### src/rtl/async_reg_bank_pkg.sv
// Shared helpers for the emulated asynchronous register bank.
// Edge polarity is folded into a single "active level" view of each strobe.
package async_reg_bank_pkg;

  // Maps a raw strobe level onto its active level for the given polarity.
  function automatic logic active_level(input logic c, input logic fall);
    return c ^ fall;
  endfunction

endpackage

### src/rtl/async_reg_chan.sv
// One WIDTH-bit emulated register channel, clocked by the falling edge of clock.
// Strobe edges are detected in the clock domain, with combinational set/reset overrides.
module async_reg_chan
  import async_reg_bank_pkg::*;
#(
  parameter int               WIDTH     = 8,
  parameter logic [WIDTH-1:0] RESET_VAL = '0,
  parameter bit               FALL      = 1'b0,
  parameter bit               LATCH     = 1'b0
) (
  input  logic             clock,
  input  logic             reset,
  input  logic             c,
  input  logic [WIDTH-1:0] d,
  input  logic [WIDTH-1:0] s,
  input  logic [WIDTH-1:0] r,
  output logic [WIDTH-1:0] q,
  output logic             wr_pulse
);

  logic             r_c_d;
  logic [WIDTH-1:0] r_val;
  logic             r_wr_pulse;

  logic             w_act;
  logic             w_act_d;
  logic             w_open_edge;
  logic             w_close_edge;
  logic [WIDTH-1:0] w_base;

  assign w_act        = active_level(c, FALL);
  assign w_act_d      = active_level(r_c_d, FALL);
  assign w_open_edge  = w_act & ~w_act_d;
  assign w_close_edge = ~w_act & w_act_d;

  // Reset beats set, set beats the stored or transparent value.
  assign w_base   = (LATCH && w_act) ? d : r_val;
  assign q        = ~r & (s | w_base);
  assign wr_pulse = r_wr_pulse;

  // NOTE: non-blocking assignments keep every register sampling pre-edge values.
  always_ff @(negedge clock) begin
    if (reset) begin
      r_val      <= RESET_VAL;
      r_wr_pulse <= 1'b0;
      r_c_d      <= c;
    end else begin
      r_c_d <= c;
      if (LATCH) begin
        r_val      <= q;
        r_wr_pulse <= w_close_edge;
      end else if (w_open_edge) begin
        r_val      <= d;
        r_wr_pulse <= 1'b1;
      end else begin
        // Folding q back in makes set/reset pulses persistent.
        r_val      <= q;
        r_wr_pulse <= 1'b0;
      end
    end
  end

endmodule

### src/rtl/async_reg_bank.sv
// Bank of CHANNELS independent emulated registers with per-channel edge/latch mode.
// All channel vectors are packed, channel n occupying [n*WIDTH +: WIDTH].
module async_reg_bank #(
  parameter int                  WIDTH      = 8,
  parameter int                  CHANNELS   = 4,
  parameter logic [WIDTH-1:0]    RESET_VAL  = '0,
  parameter logic [CHANNELS-1:0] FALL_MASK  = '0,
  parameter logic [CHANNELS-1:0] LATCH_MASK = '0
) (
  input  logic                      clock,
  input  logic                      reset,
  input  logic [CHANNELS-1:0]       c,
  input  logic [CHANNELS*WIDTH-1:0] d,
  input  logic [CHANNELS*WIDTH-1:0] s,
  input  logic [CHANNELS*WIDTH-1:0] r,
  output logic [CHANNELS*WIDTH-1:0] q,
  output logic [CHANNELS-1:0]       wr_pulse
);

  for (genvar n = 0; n < CHANNELS; n++) begin : g_chan
    async_reg_chan #(
      .WIDTH    (WIDTH),
      .RESET_VAL(RESET_VAL),
      .FALL     (FALL_MASK[n]),
      .LATCH    (LATCH_MASK[n])
    ) u_chan (
      .clock   (clock),
      .reset   (reset),
      .c       (c[n]),
      .d       (d[n*WIDTH +: WIDTH]),
      .s       (s[n*WIDTH +: WIDTH]),
      .r       (r[n*WIDTH +: WIDTH]),
      .q       (q[n*WIDTH +: WIDTH]),
      .wr_pulse(wr_pulse[n])
    );
  end

endmodule
### config.mk
export PLATFORM = sky130hd
export DESIGN_NAME = async_reg_bank
export DESIGN_NICKNAME = d
export VERILOG_FILES = /design/src/rtl/async_reg_bank_pkg.sv /design/src/rtl/async_reg_chan.sv /design/src/rtl/async_reg_bank.sv
export SDC_FILE = /design/constraint.sdc
export NUM_CORES = 1
export LEC_CHECK = 0
export CORE_MARGIN = 3
export CORE_UTILIZATION = 25
export CTS_CLUSTER_SIZE = 24
export DETAILED_ROUTE_END_ITERATION = 10
export GPL_ROUTABILITY_DRIVEN = 0
export PLACE_DENSITY_LB_ADDON = 0.3
export SETUP_SLACK_MARGIN = 0.5
export SLEW_MARGIN = 15
export SYNTH_ARGS = -nofsm -noshare
export SYNTH_HDL_FRONTEND = slang
export SYNTH_SLANG_ARGS = --single-unit
### constraint.sdc
create_clock -name clock -period 2.8 [get_ports clock]
set_clock_uncertainty 0.1 [all_clocks]
set_input_delay 0.56 -clock clock [delete_from_list [all_inputs] [get_ports clock]]
set_output_delay 0.56 -clock clock [all_outputs]
set_load 0.005 [all_outputs]
## After elaboration in Yosys (flattened, before gate mapping)

Cells that the tools add are included.
Widths: inputs -> output; s select.

- $lt $le $gt $ge: 0
- Equal/unequal tests: 0
- Add/sub/neg operators: 0
- Reductions and logical operators: 0
- Multiplexer cells: 8
- $mul: 0
- Bitwise logic cells: 20
- Divide/modulo/power cells: 0
- Shifts and indexed selects: 0

Operator list:

| cell | count |
|---|---|
| $and 8x8->8 | 4 |
| $mux 8 | 4 |
| $not 8->8 | 4 |
| $or 8x8->8 | 4 |
| $and 1x1->1 | 4 |
| $mux 1 | 4 |
| $not 1->1 | 4 |

- Bits in writable memories: 0
- Logic and storage cells: 40
- Latch bits: 0
- Input port bits: 102
- ROM bits: 0
- Flip-flop bits (word level): 40
- Memories kept: 0

## Depth between registers and ports, before layout

Gate-level depths: netlist of the first run.

- Word-level depth: 3
- Depth in mapped cells: 3

## Cells and area by module

A second synthesis of the first run with hierarchy kept.

- Cell total of the unflattened synthesis: 188
- Area total of the unflattened synthesis: 2072.0 sq um

By module, submodules not included:

| module | instances | area an instance (sq um) | cells an instance | seq. area each (sq um) |
|---|---|---|---|---|
| async_reg_chan | 4 | 518.0 | 47 | 200.2 |

==> out/qor.yml, run 1 <==
postRouteAntennaNets: 0
cp-start-kind: "flip-flop"
grt_pass1_vias: 2545
yosys_warnings: 0
coreArea_mm2: 0.00797
grt_pass1_wl_um: 12200
finalWorstSetupSlack_ns: -0.213
p_per_area_mw_per_mm2: 373
cts_made_buffers: 5
final_area_mm2: 0.00472
layout.nets: 536
cp.arrival_ns: 2.35
clk_pin_slew_ns: 0.04
num_io_pins: 138
die_x_um: 97.8
crit_chain: "nor2_2 > nor2_1 > buf_2"
maxSlewHeadroom_pct: 76.7
failed_checks: "negative setup slack"
dp_hpwl_um: 4760
cp.buffers_inverters: 1
netlist_area_mm2: 0.00211
initial_core_util_pct: 26.4
seq_area_frac_synth_pct: 38.0
crit_slowest_cell: "dfxtp_2"
critPathMaxStageDelay_ns: 0.31
drv_slew: 0
clock-root-buffer: "clkbuf_8"
cts_tree: "done"
n_antenna_cell: 0
routed_wl_um: 7960
drtPass1Iterations: 4
status: "finished with violations"
avgSynthCellArea_um2: 11.0
routedWlPerCell_um: 14.8
dieArea_mm2: 0.00957
syn-num-nets: 294
layout_common_cells: "buf_2, dlygate4sd2_1, inv_1"
ctsHoldBuffers: 0
tightest_slew_ns: 0.349
drc: 0
vias: 2447
crit_required_ns: 2.14
hold_class: "reg2reg"
report.final.setup_viol: 36
insertion_delay_ns: 0.35
critPathTopFamily: "flip-flops"
htree_levels: 2
drt_iter0_markers: 23
cts.path.max_buffers: 2
row_count: 32
routed_via_density: 4.56
area_growth_pct: 124
cts_sinks: 40
fill_cells: 712
p_total_mw: 1.76
hold_viol: 0
ir_drop_mv: 0.213
grtUsageTotal_pct: 15.6
synth_seq_cells: 40
cap_viol_max_count: 0
path_max_fanout: 2
syn_inst: 192
rsz0062_at_grt: "true"
gr-total-overflow: 0
synth_cell_type_count: 9
drive_gt1_share_pct: 59.1
worstSetupEndpointType: "output port"
grt_max_degree: 18
total_leakage_power_nw: 2.35
antenna_found_initial: 0
place_area_mm2: 0.00384
critPathKind: "reg2out"
die_y_um: 97.8
portBuffers: 137
final_common_cell: "buf_2"
==> metrics by stage <==
step	hold WS, ns	setup slack (ns)	utilization [%]	TNS, ns	instances
2_1_floorplan	0.397	0.109	-	0	192
3_3_place_gp	0.412	-0.337	48.3	-17.42	443
3_5_place_dp	0.419	-0.401	48.3	-18.44	443
4_1_cts	0.512	-0.234	54.3	-6.64	524
5_1_grt	0.518	-0.269	59.2	-7.35	537
6_report	0.496	-0.213	59.2	-5.46	537
==> report_power, final <==
group,switching [mW],internal (mW),total [mW]
logic,0.190,0.339,0.529
registers,0.0272,0.615,0.642
clock network,0.346,0.243,0.588
total,0.563,1.20,1.76
==> worst min-delay path, cell delays in order (launching register included) <==
cell	delay (ns)
dfxtp_1	0.29
nor2_2	0.09
buf_4	0.12
o41ai_2	0.05
==> sequential cells by signal, summed over array words and instances, names as in the netlist <==
signal                  flops
g_chan.u_chan.r_val        32
g_chan.u_chan.wr_pulse      4
g_chan.u_chan.r_c_d         4
==> worst paths after layout <==
kind,from,end,slack [ns],depth (start not counted)
worst min-delay path,g_chan[0].u_chan.r_val[6],g_chan[0].u_chan.r_val[6],0.50,3
worst max-delay path,g_chan[3].u_chan.r_val[1],q[25],-0.21,3
worst max register to register,g_chan[3].u_chan.r_c_d,g_chan[3].u_chan.r_val[3],1.56,3
worst min register to register,g_chan[0].u_chan.r_val[6],g_chan[0].u_chan.r_val[6],0.50,3
==> synthesized netlist by cell type <==
master | number | area [um^2]
buf_4 | 4 | 30.0
buf_6 | 8 | 90.1
clkbuf_1 | 3 | 11.3
dfxtp_1 | 40 | 801
inv_1 | 1 | 3.75
nand4bb_1 | 32 | 360
nor2_1 | 64 | 240
nor2b_1 | 8 | 50.1
o41ai_2 | 32 | 521
==> per-layer routing <==
metal	global-route usage [%]	vias to the layer above	routed length, um
met4	5.54	0	47
met5	0	-	0
met3	5.57	4	478
li1	-	1219	-
met2	25.1	91	4050
met1	19.3	1133	3390
==> kinds of logic (layout without fill, tap and decap cells) <==
| family | count (synthesis) | after routing | share of synthesized area, % |
|---|---|---|---|
| and+or+nand+nor | 104 | 104 | 30.9 |
| DFF | 40 | 40 | 38.0 |
| AOI/OAI and AO/OA | 32 | 32 | 24.7 |
| buffers and inverters | 16 | 259 | 6.41 |
==> repair_timing <==
item	CTS	global route
gates resized for setup	393	75
endpoints found under the hold margin	0	0
endpoints found under the setup margin	76	71
pin swaps	67	51
setup buffers	22	13
gates cloned	12	0
==> layout make-up <==
| cell class | instances | area, um^2 | area share, % |
|---|---|---|---|
| clock inverter | 43 | 163 | 3.45 |
| tap | 102 | 128 | 2.70 |
| timing repair buffer | 211 | 2030 | 43.1 |
| clock buffer | 5 | 68.8 | 1.46 |
| sequential | 40 | 831 | 17.6 |
| multi-input combinational | 136 | 1500 | 31.7 |
Note: power is estimated with default switching activity, not from simulation.
==> inputs of run 2 (changes only) <==
--- a/config.mk
+++ b/config.mk
@@ -11,7 +11,7 @@
 export DETAILED_ROUTE_END_ITERATION = 10
 export GPL_ROUTABILITY_DRIVEN = 0
 export PLACE_DENSITY_LB_ADDON = 0.3
-export SETUP_SLACK_MARGIN = 0.5
+export SETUP_SLACK_MARGIN = 0.1
 export SLEW_MARGIN = 15
 export SYNTH_ARGS = -nofsm -noshare
 export SYNTH_HDL_FRONTEND = slang
==> out/qor.yml, run 2 (synthesized netlist as in run 1, its figures left out) <==
status: "finished with violations"
failed_checks: "negative setup slack"
postRouteAntennaNets: 0  # unchanged
drv_slew: 0  # unchanged
dp_hpwl_um: 4680  # -1.6%
area_growth_pct: 100
initial_core_util_pct: 26.4  # unchanged
r2r-start: "g_chan[2].u_chan.r_c_d"
routed_via_density: 4.46  # -2.2%
insertion_delay_ns: 0.35  # about the same
largest_register: "g_chan.u_chan.r_val"
n_antenna_cell: 0  # unchanged
row_count: 32  # unchanged
grtUsageTotal_pct: 13.1  # -2.5 points
min_delay_path_depth: 3  # unchanged
crit_required_ns: 2.14  # about the same
portBuffers: 137  # unchanged
largest_reg_flops: 32  # unchanged
routed_wl_um: 6520  # -18%
r2r_cells: 3  # unchanged
place_worst_setup_slack_ns: -0.360  # +0.0416 ns
drc: 0  # unchanged
hold_path_end: "g_chan[3].u_chan.r_val[7]"
worst_r2r_endpoint: "g_chan[2].u_chan.r_val[7]"
grt_max_degree: 34  # +16
p_int_mw: 1.15  # -4.1%
sw_frac_of_total_pct: 30.9  # -1.1 points
drive_gt1_share_pct: 47.9  # -11 points
antenna_found_initial: 0  # unchanged
critPathKind: "reg2out"
tightest_slew_ns: 0.305  # -0.0436 ns
routedWlPerCell_um: 12.4  # -16%
clkPwrFrac_pct: 34.8  # +1.4 points
rsz0062_at_grt: "true"
clk_pin_slew_ns: 0.04  # about the same
report.final.setup_viol: 36  # unchanged
gr-total-overflow: 0  # unchanged
p_per_area_mw_per_mm2: 393  # +5.5%
fill_cells: 767  # +7.7%
hold_start: "g_chan[3].u_chan.r_val[7]"
grt_pass1_vias: 2439  # -4.2%
total_leakage_power_nw: 2.01  # -15%
path_max_fanout: 2  # unchanged
p_total_mw: 1.66  # -5.6%
p_seq_share_pct: 38.5  # +2.0 points
dieArea_mm2: 0.00957  # unchanged
cp.arrival_ns: 2.34  # about the same
grt_pass1_wl_um: 10500  # -14%
coreArea_mm2: 0.00797  # unchanged
layout_common_cells: "clkdlybuf4s50_1, buf_4, inv_1"
die_x_um: 97.8  # unchanged
final_common_cell: "clkdlybuf4s50_1"
hold_class: "reg2reg"
cts_made_buffers: 5  # unchanged
cts_sinks: 40  # unchanged
num_io_pins: 138  # unchanged
fin_util_pct: 53.0  # -6.2 points
hold_viol: 0  # unchanged
p_comb_share_pct: 26.7  # -3.4 points
die_y_um: 97.8  # unchanged
whs_ns: 0.488  # -0.00780 ns
htree_levels: 2  # unchanged
cts_tree: "done"
drt_iter0_markers: 22  # -4.3%
worstSetupEndpointType: "output port"
switching_power_uw: 513  # -8.9%
ir_drop_mv: 0.159  # -25%
layout.nets: 526  # -1.9%
maxSlewHeadroom_pct: 79.6  # +2.9 points
cp-start-kind: "flip-flop"
cts.path.max_buffers: 2  # unchanged
reg2reg_slack_ns: 1.62  # +0.06 ns
clock-root-buffer: "clkbuf_8"
vias: 2344  # -4.2%
drtPass1Iterations: 4  # unchanged
finalWorstSetupSlack_ns: -0.198  # +0.0154 ns
cap_viol_max_count: 0  # unchanged
-- run 2: metrics by stage --
| step | setup TNS, ns | std cells | area (um^2) |
|---|---|---|---|
| floorplan | 0 | 192 | 2130 |
| global placement | -17.70 | 458 | 3810 |
| detailed placement | -18.21 | 458 | 3810 |
| CTS | -6.19 | 525 | 4110 |
| global route | -7.49 | 526 | 4220 |
| finish | -5.35 | 526 | 4220 |
-- run 2: critical path: stages, from the launching register on --
cell and delay (ns):
dfxtp_2 0.32, nor2_4 0.10, nor2_1 0.05, buf_2 0.12
-- run 2: cell type report --
cell class              count  area (um^2)  share of cell area [%]
flip-flops and latches     40          830                    19.7
clock buffers               5         68.8                    1.63
multi-input cells         136         1330                    31.4
well taps                 102          128                    3.02
repair buffers            201         1710                    40.5
clock inverters            42          160                    3.79
-- run 2: per-layer routing --
metal  GRT usage [%]  wire (um)  up-vias
li1                -          -     1187
met1            15.1       2740     1060
met2            21.7       3310       93
met3            4.50        441        4
met4            6.28         33        0
met5               0          0        -
-- run 2: worst max path at each step --
stage,startpoint,end,slack [ns]
final,g_chan[3].u_chan.r_val[2],q[26],-0.20
after global routing,g_chan[2].u_chan.r_val[2],q[18],-0.26
after CTS,g_chan[2].u_chan.r_val[2],q[18],-0.22
after detailed placement,c[0],g_chan[0].u_chan.r_val[7],-0.36
after global placement,c[0],g_chan[0].u_chan.r_val[4],-0.34
after floorplan,reset,g_chan[0].u_chan.r_val[4],0.11
-- run 2: repair_timing --
action / CTS / global route
setup endpoints to repair: 71 / 39
pin swaps: 54 / 13
buffers inserted: 21 / 1
resized for setup: 210 / 38
hold buffers: 0 / 0
-- run 2: power by group through the flow --
stage / clock network [mW] / logic, mW / registers [mW]
finish: 0.578 / 0.444 / 0.639
CTS: 0.621 / 0.433 / 0.632
floorplan: 0.0893 / 0.145 / 0.627
global placement: 0.0893 / 0.425 / 0.632
detailed placement: 0.0893 / 0.428 / 0.632
global route: 0.680 / 0.479 / 0.641
==> inputs of run 3 (changes only) <==
==> constraint.sdc (replaced) <==
create_clock -name clock -period 3.5 [get_ports clock]
set_clock_uncertainty 0.1 [all_clocks]
set_input_delay 0.7 -clock clock [delete_from_list [all_inputs] [get_ports clock]]
set_output_delay 0.7 -clock clock [all_outputs]
set_load 0.005 [all_outputs]
==> out/qor.yml, run 3 (synthesized netlist as in run 1, its figures left out) <==
clk_pin_slew_ns: 0.05  # about the same
grt_max_degree: 35  # +2.9%
die_y_um: 97.8  # unchanged
ir_drop_mv: 0.151  # -5.1%
fill_cells: 739  # -3.7%
row_count: 32  # unchanged
cts.path.max_buffers: 2  # unchanged
maxSlewHeadroom_pct: 83.2  # +3.6 points
tightest_slew_ns: 0.249  # -0.0567 ns
clock-root-buffer: "clkbuf_8"
layout_common_cells: "clkdlybuf4s50_1, buf_4, inv_1"
dp_hpwl_um: 4810  # +2.7%
rsz0062_at_grt: "true"
largest_reg_flops: 32  # unchanged
grt_pass1_wl_um: 10900  # +3.6%
num_io_pins: 138  # unchanged
crit_required_ns: 2.70  # +0.56 ns
portBuffers: 137  # unchanged
drc: 0  # unchanged
cp-start-kind: "flip-flop"
final_common_cell: "clkdlybuf4s50_1"
place_area_mm2: 0.00380  # -0.20%
coreArea_mm2: 0.00797  # unchanged
ctsHoldBuffers: 0  # unchanged
status: "finished, final reports clean"
antenna_found_initial: 0  # unchanged
drtPass1Iterations: 4  # unchanged
grtUsageTotal_pct: 13.5  # +0.40 points
fin_util_pct: 52.7  # -0.33 points
clkPwrFrac_pct: 35.1  # +0.3 points
critPathMaxStageDelay_ns: 0.32  # about the same
cap_viol_max_count: 0  # unchanged
cts_sinks: 40  # unchanged
dieArea_mm2: 0.00957  # unchanged
p_per_area_mw_per_mm2: 320  # -19%
htree_levels: 2  # unchanged
routedWlPerCell_um: 12.8  # +3.0%
p_seq_share_pct: 38.2  # -0.3 points
total_leakage_power_nw: 1.95  # -2.9%
vias: 2350  # +0.26%
drv_slew: 0  # unchanged
crit_slowest_cell: "dfxtp_2"
final_cells: 525  # -0.19%
p_int_uw: 922  # -20%
met2_usage_pct: 22.5  # +0.79 points
grt_pass1_vias: 2577  # +5.7%
sw_frac_of_total_pct: 31.2  # +0.34 points
routed_via_density: 4.48  # +0.45%
switching_power_uw: 419  # -18%
routed_wl_um: 6710  # +2.8%
cp.arrival_ns: 2.69  # +0.35 ns
drt_iter0_markers: 27  # +23%
grtUsageMet3_pct: 4.64  # +0.14 points
layout.nets: 524  # -0.38%
gr-total-overflow: 0  # unchanged
path_max_fanout: 2  # unchanged
dp.cells: 457  # -0.22%
multi_input_area_mm2: 0.00132  # -0.57%
final_area_mm2: 0.00420  # -0.62%
insertion_delay_ns: 0.35  # about the same
seq_area_um2: 838  # +1.1%
initial_core_util_pct: 26.4  # unchanged
p_comb_share_pct: 26.7  # about the same
cts_made_buffers: 5  # unchanged
largest_register: "g_chan.u_chan.r_val"
cts_tree: "done"
area_growth_pct: 99.1
hold_viol: 0  # unchanged
use_met1_pct: 15.4  # +0.29 points
worstSetupEndpointType: "output port"
critPathKind: "reg2out"
top_usage_layer: "met2"
crit_chain: "nor2_2 > nor2_1 > buf_2"
p_total_mw: 1.34  # -19%
postRouteAntennaNets: 0  # unchanged
n_antenna_cell: 0  # unchanged
drive_gt1_share_pct: 48.2  # +0.35 points
hold_class: "reg2reg"
die_x_um: 97.8  # unchanged
report.final.setup_viol: 0  # -100%
run 3: cell count changes in the layout (fill, tap and decap cells not counted), sizes merged:
cell / before / now
clkbuf: 5 / 7
clkdlybuf4s50: 78 / 99
dlymetal6s2s: 2 / 1
clkinvlp: 2 / 1
buf: 101 / 97
dlygate4sd2: 20 / 0
inv: 40 / 42
run 3: metal layers:
layer	part of all wire, %	up-vias	wire length (um)
li1	-	1186	-
met1	41	1077	2780
met2	52	83	3460
met3	6.1	4	408
met4	0.85	0	57
met5	0	-	0
run 3: final timing paths:
kind	startpoint	endpoint	slack (ns)	cells after the start
max	g_chan[2].u_chan.r_val[2]	q[18]	0.01	3
min reg2reg	g_chan[2].u_chan.r_val[5]	g_chan[2].u_chan.r_val[5]	0.48	3
max reg2reg	g_chan[1].u_chan.r_c_d	g_chan[1].u_chan.r_val[3]	2.28	3
min	g_chan[2].u_chan.r_val[5]	g_chan[2].u_chan.r_val[5]	0.48	3
run 3: metrics by stage:
stage          hold slack [ns]  worst slack [ns]  TNS [ns]
2_1_floorplan            0.432             0.289         0
3_3_place_gp             0.447            -0.139     -3.87
3_5_place_dp             0.450            -0.181     -4.78
4_1_cts                  0.487          -0.00318  -0.00839
5_1_grt                  0.508           -0.0745    -0.755
6_report                 0.484            0.0126         0
run 3: layout make-up:
cell class / instances / share of cell area, %
Timing Repair Buffer: 199 / 40.0
Clock buffer: 5 / 1.64
Multi-Input combinational cell: 136 / 31.4
Clock inverter: 43 / 3.88
Sequential cell: 40 / 20.0
Tap cell: 102 / 3.04
run 3: what timing repair did:
action / CTS / global route
gates resized for setup: 196 / 25
setup buffers: 21 / 0
setup endpoints to repair: 36 / 35
pin swaps: 44 / 11
run 3: critical path: cells and delay by family, from the launching register on:
| kind | cells | cell delay, ns |
|---|---|---|
| AND/OR/NAND/NOR | 2 | 0.15 |
| flip-flops | 1 | 0.32 |
| buffers and inverters | 1 | 0.12 |
run 3: power groups by stage:
stage	registers (mW)	clock network (mW)	logic, mW
after floorplan	0.502	0.0715	0.113
after global placement	0.506	0.0715	0.339
after detailed placement	0.506	0.0715	0.343
after CTS	0.508	0.506	0.352
after global routing	0.514	0.559	0.386
final	0.512	0.471	0.358
